File: src/rtl/bus_ctrl_pkg.sv
// Bus controller types: FSM states, core count and request-class encoding.
package bus_ctrl_pkg;

  // Only a two-core system is supported; the "other" core is always ~grant.
  localparam int NUM_CPUS = 2;

  typedef enum logic [2:0] {
    IDLE   = 3'd0,
    IFETCH = 3'd1,
    WB     = 3'd2,
    SNOOP  = 3'd3,
    MEMRD  = 3'd4,
    C2C    = 3'd5,
    INVAL  = 3'd6
  } bus_state_t;

  // Which request vector won arbitration in IDLE.
  typedef enum logic [1:0] {
    REQ_NONE   = 2'd0,
    REQ_ICLASS = 2'd1,
    REQ_DCLASS = 2'd2
  } req_class_t;

  // Entry state for a granted d-class request: writeback beats a miss
  // fetch, which beats a pure upgrade (write intent on a shared copy).
  function automatic bus_state_t d_entry_state(input logic dwen,
                                               input logic dren,
                                               input logic upgrade);
    if (dwen)         return WB;
    else if (dren)    return SNOOP;
    else if (upgrade) return INVAL;
    else              return IDLE;
  endfunction

endpackage

File: src/rtl/cpu_types_pkg.sv
// Shared CPU/memory-system types: the RAM handshake state seen by the bus.
package cpu_types_pkg;

  typedef enum logic [1:0] {
    FREE   = 2'd0,
    BUSY   = 2'd1,
    ACCESS = 2'd2,
    ERROR  = 2'd3
  } ramstate_t;

endpackage

File: src/rtl/rr_arbiter2.sv
// Two-way round-robin arbiter. Any d-class request beats all i-class
// requests; within the winning class a tie goes to the core that was not
// served last. The last pointer moves only when a transaction finishes.
module rr_arbiter2 (
  input  logic       i_clk,
  input  logic       i_nrst,
  input  logic [1:0] i_dreq,
  input  logic [1:0] i_ireq,
  input  logic       i_done,
  input  logic       i_done_idx,
  output logic       o_valid,
  output logic       o_grant,
  output logic       o_dclass
);

  logic       r_last;
  logic [1:0] w_vec;

  // Pick the winning class, then the core within it.
  always_comb begin
    o_dclass = |i_dreq;
    w_vec    = o_dclass ? i_dreq : i_ireq;
    o_valid  = |w_vec;
    if (&w_vec) o_grant = ~r_last;
    else        o_grant = w_vec[1];
  end

  // Last-served pointer; reset to 1 so core 0 wins the first tie.
  always_ff @(posedge i_clk) begin
    if (!i_nrst)     r_last <= 1'b1;
    else if (i_done) r_last <= i_done_idx;
  end

endmodule

File: src/rtl/coherence_bus_ctrl.sv
// Dual-core bus controller: arbitrates icache/dcache traffic onto one RAM
// port and runs the MSI snoop sequence (snoop broadcast, invalidate,
// cache-to-cache transfer with concurrent RAM writeback).
//
// Handshake: RAM strobes, address and data are combinational from the
// granted core's live request signals and stay asserted until ramstate is
// ACCESS; a word completes only in an ACCESS cycle, which is signalled to
// the core by pulling its iwait/dwait low for exactly that cycle. The core
// then advances its address/data (or drops its request) after that edge.
module coherence_bus_ctrl
  import cpu_types_pkg::*;
  import bus_ctrl_pkg::*;
#(
  parameter int CPUS = NUM_CPUS
) (
  input  logic                   CLK,
  input  logic                   nRST,
  // icache side
  input  logic [CPUS-1:0]        iREN,
  input  logic [CPUS-1:0][31:0]  iaddr,
  output logic [CPUS-1:0]        iwait,
  output logic [CPUS-1:0][31:0]  iload,
  // dcache side
  input  logic [CPUS-1:0]        dREN,
  input  logic [CPUS-1:0]        dWEN,
  input  logic [CPUS-1:0][31:0]  daddr,
  input  logic [CPUS-1:0][31:0]  dstore,
  output logic [CPUS-1:0]        dwait,
  output logic [CPUS-1:0][31:0]  dload,
  // coherence
  input  logic [CPUS-1:0]        cctrans,
  input  logic [CPUS-1:0]        ccwrite,
  output logic [CPUS-1:0]        ccwait,
  output logic [CPUS-1:0]        ccinv,
  output logic [CPUS-1:0][31:0]  ccsnoopaddr,
  // RAM
  output logic                   ramREN,
  output logic                   ramWEN,
  output logic [31:0]            ramaddr,
  output logic [31:0]            ramstore,
  input  logic [31:0]            ramload,
  input  ramstate_t              ramstate,
  // debug
  output bus_state_t             o_dbg_state
);

  bus_state_t r_state, w_next_state;
  logic       r_g, w_g_next;
  logic       r_w, w_w_next;

  logic [CPUS-1:0] w_dreq;
  logic            w_o;
  logic            w_done;
  logic            w_block_xfer;
  logic            w_arb_valid, w_arb_grant, w_arb_dclass;
  req_class_t      w_req_class;

  assign w_o         = ~r_g;
  assign o_dbg_state = r_state;

  // d-class request: block read, block writeback or upgrade.
  always_comb begin
    w_dreq = dREN | dWEN | (cctrans & ccwrite);
  end

  rr_arbiter2 u_arb (
    .i_clk      (CLK),
    .i_nrst     (nRST),
    .i_dreq     (w_dreq),
    .i_ireq     (iREN),
    .i_done     (w_done),
    .i_done_idx (r_g),
    .o_valid    (w_arb_valid),
    .o_grant    (w_arb_grant),
    .o_dclass   (w_arb_dclass)
  );

  // Classify the arbitration result.
  always_comb begin
    if (!w_arb_valid)     w_req_class = REQ_NONE;
    else if (w_arb_dclass) w_req_class = REQ_DCLASS;
    else                   w_req_class = REQ_ICLASS;
  end

  // State, grant and word-counter registers.
  always_ff @(posedge CLK) begin
    if (!nRST) begin
      r_state <= IDLE;
      r_g     <= 1'b0;
      r_w     <= 1'b0;
    end else begin
      r_state <= w_next_state;
      r_g     <= w_g_next;
      r_w     <= w_w_next;
    end
  end

  // Next-state and output decode; every output defaults to idle values.
  always_comb begin
    w_next_state = r_state;
    w_g_next     = r_g;
    w_w_next     = r_w;
    w_done       = 1'b0;
    w_block_xfer = 1'b0;
    iwait        = '1;
    dwait        = '1;
    iload        = '0;
    dload        = '0;
    ccwait       = '0;
    ccinv        = '0;
    ccsnoopaddr  = '0;
    ramREN       = 1'b0;
    ramWEN       = 1'b0;
    ramaddr      = '0;
    ramstore     = '0;

    case (r_state)
      IDLE: begin
        w_w_next = 1'b0;
        case (w_req_class)
          REQ_DCLASS: begin
            w_g_next     = w_arb_grant;
            w_next_state = d_entry_state(dWEN[w_arb_grant], dREN[w_arb_grant],
                                         cctrans[w_arb_grant] & ccwrite[w_arb_grant]);
          end
          REQ_ICLASS: begin
            w_g_next     = w_arb_grant;
            w_next_state = IFETCH;
          end
          default: ;
        endcase
      end

      IFETCH: begin
        ramREN     = 1'b1;
        ramaddr    = iaddr[r_g];
        iload[r_g] = ramload;
        if (ramstate == ACCESS) begin
          iwait[r_g]   = 1'b0;
          w_next_state = IDLE;
          w_done       = 1'b1;
        end
      end

      WB: begin
        ramWEN       = 1'b1;
        ramaddr      = daddr[r_g];
        ramstore     = dstore[r_g];
        w_block_xfer = 1'b1;
      end

      SNOOP: begin
        ccwait[w_o]      = 1'b1;
        ccsnoopaddr[w_o] = daddr[r_g];
        ccinv[w_o]       = ccwrite[r_g];
        w_next_state     = cctrans[w_o] ? C2C : MEMRD;
      end

      MEMRD: begin
        ccwait[w_o]      = 1'b1;
        ccsnoopaddr[w_o] = daddr[r_g];
        ccinv[w_o]       = ccwrite[r_g];
        ramREN           = 1'b1;
        ramaddr          = daddr[r_g];
        dload[r_g]       = ramload;
        w_block_xfer     = 1'b1;
      end

      C2C: begin
        // The snooped core supplies the block; RAM is written in parallel.
        ccwait[w_o]      = 1'b1;
        ccsnoopaddr[w_o] = daddr[r_g];
        ccinv[w_o]       = ccwrite[r_g];
        ramWEN           = 1'b1;
        ramaddr          = daddr[r_g];
        ramstore         = dstore[w_o];
        dload[r_g]       = dstore[w_o];
        w_block_xfer     = 1'b1;
      end

      INVAL: begin
        ccwait[w_o]      = 1'b1;
        ccinv[w_o]       = 1'b1;
        ccsnoopaddr[w_o] = daddr[r_g];
        w_next_state     = IDLE;
        w_done           = 1'b1;
      end

      default: begin
        w_next_state = IDLE;
      end
    endcase

    // Two-word block transfers: count completed words, finish after word 1.
    if (w_block_xfer && (ramstate == ACCESS)) begin
      dwait[r_g] = 1'b0;
      if (r_w) begin
        w_w_next     = 1'b0;
        w_next_state = IDLE;
        w_done       = 1'b1;
      end else begin
        w_w_next = 1'b1;
      end
    end
  end

endmodule

File: config.mk
export PLATFORM = sky130hd
export DESIGN_NAME = coherence_bus_ctrl
export DESIGN_NICKNAME = d
export VERILOG_FILES = /design/src/rtl/bus_ctrl_pkg.sv /design/src/rtl/cpu_types_pkg.sv /design/src/rtl/rr_arbiter2.sv /design/src/rtl/coherence_bus_ctrl.sv
export SDC_FILE = /design/constraint.sdc
export NUM_CORES = 1
export LEC_CHECK = 0
export CELL_PAD_IN_SITES_DETAIL_PLACEMENT = 0
export CELL_PAD_IN_SITES_GLOBAL_PLACEMENT = 1
export CORE_AREA = 3 3 195 197
export DETAILED_ROUTE_END_ITERATION = 10
export DIE_AREA = 0 0 198 200
export PLACE_DENSITY_LB_ADDON = 0.1
export SYNTH_ARGS = -nofsm -noshare
export SYNTH_HDL_FRONTEND = slang
export SYNTH_SLANG_ARGS = --single-unit
export TNS_END_PERCENT = 20
File: constraint.sdc
create_clock -name CLK -period 1.8 [get_ports CLK]
set_input_delay 0.45 -clock CLK [delete_from_list [all_inputs] [get_ports CLK]]
set_output_delay 0.45 -clock CLK [all_outputs]
set_load 0.03 [all_outputs]
# ---- Word-level counts from Yosys, hierarchy flattened
# Cells that the tools add are included.
dict set report classes {
  n_lt_le_gt_ge 5
  mux 61
  bitwise_logic 11
  n_reduce_logical 15
  n_eq_ne 9
}
# cell count
set ops {}
lappend ops {{$mux W32} 10}
lappend ops {{$and A64 B64 Y64} 3}
lappend ops {{$mux W64} 2}
lappend ops {{$pmux W32 S2} 2}
lappend ops {{$pmux W64 S2} 1}
lappend ops {{$demux W32 S1} 2}
lappend ops {{$mux W1} 25}
lappend ops {{$mux W3} 6}
lappend ops {{$mux W2} 7}
lappend ops {{$pmux W3 S4} 1}
lappend ops {{$reduce_or A2 Y1} 5}
lappend ops {{$eq A3 B3 Y1 const B} 3}
lappend ops {{$eq A3 B2 Y1 const B} 2}
lappend ops {{$lt A1 B2 Y1 const B} 3}
lappend ops {{$pmux W3 S2} 1}
lappend ops {{$reduce_or A3 Y1} 2}
lappend ops {{$and A2 B2 Y2} 2}
lappend ops {{$eq A2 B2 Y1 const B} 2}
lappend ops {{$or A2 B2 Y2} 2}
lappend ops {{$pmux W2 S2} 1}
lappend ops {{$reduce_and A2 Y1} 2}
lappend ops {{$reduce_or A4 Y1} 1}
lappend ops {{$eq A3 B1 Y1 const B} 1}
lappend ops {{$logic_and A1 B1 Y1} 3}
lappend ops {{other kinds (9)} 12}
dict set report word_totals {
  in_bits 238
  output_inout_bits 269
  elab_cells 105
  ff_bits 6
}

# ---- Longest topological paths before layout
dict set report depth {
  ltp_word 16
  mapped_depth 7
  depth_no_buf 5
}

# ---- Hierarchy
# A second synthesis with hierarchy kept.
dict set report hier_totals {
  cells_unflattened 543
  hier_area_um2 3772.4
}
# module n_inst area_per_inst_um2 cells_each seq_area_each_um2
set modules_own_cells {}
lappend modules_own_cells {coherence_bus_ctrl 1 3703.6 533 100.1}
lappend modules_own_cells {rr_arbiter2 1 68.8 10 20.0}

# ---- Least setup slack after synthesis
# No wires, ideal clock.
dict set report synth_path {
  path_kind {register -> output}
  start {reg r_state[0], in the netlist o_dbg_state[0]}
  end {out ramstore[11]}
  arrival_time_ns 1.935
  stages_incl_launch_ff 7
  slack_ns -0.585
  path_cell_list {dfxtp_1 > buf_2 > and3b_1 > buf_2 > buf_2 > a221oi_2 > a21oi_1}
}
dict set report synth_via {
  elab_chain_len 2
  elab_cells_between_ends 3
}
# element line_no
set synth_rtl {}
lappend synth_rtl {{start, declared} coherence_bus_ctrl.sv:47} ;# bus_state_t r_state, w_next_state;
lappend synth_rtl {{start signal, assigned} coherence_bus_ctrl.sv:92} ;# r_state <= w_next_state;
lappend synth_rtl {{$eq A3 B3 Y1 / $eq A3 B2 Y1 (equally long branches)} coherence_bus_ctrl.sv:117} ;# case (r_state)
lappend synth_rtl {{$pmux W32 S2 *} coherence_bus_ctrl.sv:117}
lappend synth_rtl {{end, declared} coherence_bus_ctrl.sv:40} ;# output logic [31:0] ramstore,
# Mark *: on every way between the ends. The rest lies on a longest branch, timed or not.

# ---- Worst setup path after layout
dict set report layout_path {
  start {reg r_state[1], in the netlist o_dbg_state[1]}
  end {out ramstore[0]}
}
# The elaborated chain is that of the path after synthesis.

==> flow_summary.json <==
{
  "status": "finished with violations",
  "syn-cell-area_mm2": 0.00404,
  "grt.overflow.total": 0,
  "finalHoldViolCount": 0,
  "grt_first_pass_wirelength_um": 47100,
  "final_util_pct": 34.3,
  "synth_cell_types": 45,
  "drive_above_1_share_pct": 60.2,
  "synth-edff-count": 0,
  "finalCritPeriodShare_pct": 128,
  "wirelength_um": 33800,
  "violations": "negative setup slack",
  "critPathBufInv": 4,
  "worst_slack_ns": -0.511,
  "combPwrFrac_pct": 89.1,
  "finalCriticalPeriod_ns": 2.31,
  "cpMaxStageDelayCell": "dfxtp_4",
  "path_clk_slew_ns": 0.03,
  "nets": 1341,
  "yosysSeqAreaShare_pct": 2.97,
  "criticalPathCategory": "flop to output port",
  "worstPathCellList": "buf_6 > and2b_1 > and2b_4 > buf_12 > buf_12 > a221oi_4 > a21oi_2 > buf_6",
  "total_power_w": 0.00475,
  "yosys_warnings": 0,
  "htree_levels": 1,
  "arrival_ns": 1.86,
  "tightest_slew_ns": 0.421,
  "worstSetupStartpointType": "flop",
  "synth_area_per_cell_um2": 7.45,
  "skew_ns": 0.000738,
  "die_h_um": 200,
  "port_buffers": 506,
  "min_path_type": "flop to flop",
  "setup.worst_path.start": "o_dbg_state[1]",
  "rsz0062_at_grt": "true",
  "sw_frac_of_total_pct": 45.4,
  "grt_antenna_before_repair": 0,
  "slew_violations": 0,
  "grt_max_degree": 34,
  "p_int_w": 0.00259,
  "synth_area_leaders": "mux2i_1, and2_1, a22o_1",
  "start_util_pct": 11.1,
  "routabilityCongestion": 0.769,
  "vias": 6910,
  "slowest_delay_ns": 0.33,
  "clock_latency_ns": 0.23,
  "power.leakage_nw": 5.00,
  "cts_buffers": 3,
  "grt_use_total_pct": 15.5,
  "wl_per_cell_um": 21.5,
  "register_area_um2": 135,
  "syn_inst": 543,
  "core_mm2": 0.0364,
  "clockBufferDepth": 2,
  "yosysTopAreaCellShare_pct": 16.1,
  "synth_top_flop_cell": "dfxtp_1",
  "grt_pass1_vias": 7047,
  "cts_hold_buf": 0,
  "async_reset_ff_share_pct": 0,
  "cts.sinks": 6,
  "hp-start": "r_w",
  "timing.rr.start": "o_dbg_state[1]",
  "path_delay_family": "buffers and inverters",
  "syn_to_final_growth_pct": 209,
  "die_w_um": 198,
  "switching_power_w": 0.00216,
  "via_per_inst": 4.40,
  "setup_violations": 266,
  "cap_violations": 0,
  "clockPowerShare_pct": 7.7,
  "max-vdd-ir-drop_v": 0.000231,
  "syn_nets": 781,
  "antenna_left": 0,
  "io_pins": 507,
  "final_cell_mix": "clkdlybuf4s50_1, buf_6, buf_4",
  "synth_area_leader_cell": "mux2i_1",
  "required_ns": 1.35,
  "power.density_mw_per_mm2": 380,
  "root_buffer": "clkbuf_16",
  "first_pass_iters": 4,
  "path_max_fanout": 25,
  "n_fill_cell": 3775,
  "pwr-share-seq_pct": 3.3,
  "ys_seq_elements": 6,
  "drc": 0,
  "fmax_mhz": 433,
  "critPathCaptureType": "output port",
  "multi_input_area_mm2": 0.00472,
  "fp-row-count": 70,
  "cts_tree": "built",
  "die_area_mm2": 0.0396,
  "drt_iter0_drc": 144,
  "dp_hpwl_um": 27200,
  "setup_tns_ns": -106.33,
  "relSlewSlack_pct": 71.5
}
==> tightest hold or removal path: stages, from the launching register on <==
cell	delay [ns]
dfxtp_1	0.34
o211ai_1	0.09
a21boi_1	0.06
==> final timing paths <==
kind         depth (start not counted)             end  slack [ns]
max                                  8     ramstore[0]       -0.51
min                                  2             r_w        0.55
max reg2reg                          7  o_dbg_state[0]       -0.02
min reg2reg                          2             r_w        0.55
==> through the flow <==
stage	area, um2	setup WS, ns	hold WS [ns]	cells
6_report	12500	-0.511	0.547	1570
5_1_grt	12500	-0.597	0.580	1569
3_3_place_gp	10700	-0.609	0.546	1544
3_5_place_dp	10700	-0.602	0.542	1544
4_1_cts	12100	-0.551	0.547	1564
2_1_floorplan	4920	-0.179	0.495	543
==> cell type report <==
cell class | count | share of cell area (%)
timing repair buffer | 627 | 55.8
tap | 468 | 4.68
multi-input combinational | 463 | 37.8
inverter | 2 | 0.0600
sequential | 6 | 1.08
clock buffer | 3 | 0.600
antenna | 1 | 0.0200
==> repair_timing <==
item                                    4_1_cts  5_1_grt
endpoints found under the setup margin      269      270
gates resized for setup                     290       66
pin swaps                                    74       33
gates cloned                                  5        2
buffers inserted                             12        5
==> flip-flops by register name, summed over array words and instances, names as in the netlist <==
signal / count
r_w: 1
r_g: 1
u_arb.r_last: 1
o_dbg_state: 3
==> power by group through the flow <==
stage / clock network [W] / registers (W) / logic [W]
4_1_cts: 0.000373 / 0.000154 / 0.00413
5_1_grt: 0.000380 / 0.000158 / 0.00446
3_3_place_gp: 0 / 0.000156 / 0.00381
2_1_floorplan: 0 / 0.000165 / 0.00193
6_report: 0.000365 / 0.000155 / 0.00423
3_5_place_dp: 0 / 0.000156 / 0.00380
==> logic make-up after synthesis <==
family,after synthesis,share of synthesized area [%]
mux,65,16.1
simple gates,177,27.3
compound gates,219,43.3
xor+xnor,2,0.433
flops,6,2.97
buf+inv,74,9.93
==> layer usage <==
metal  part of all wire (%)  routed length (um)  vias up  track usage [%]
li1                       -                   -     3246                -
met1                     36               12200     3315             17.1
met2                     54               18300      329             30.2
met5                      0                   0        -                0
met3                    8.2                2770       20             4.26
met4                    1.4                 473        0             2.31
==> synthesized netlist by cell type (4+ instances only) <==
library cell	count
and2_1	98
a22o_1	65
mux2i_1	65
buf_2	48
a21oi_1	40
a22oi_1	32
and3_1	32
o22ai_1	32
a221oi_2	20
clkbuf_1	13
a221oi_1	12
nand2_1	11
buf_6	7
dfxtp_1	6
nor2_1	6
nor2b_1	5
o21ai_0	5
nand2b_1	4
or3_1	4
No activity file was read; power rests on OpenSTA's default activity.
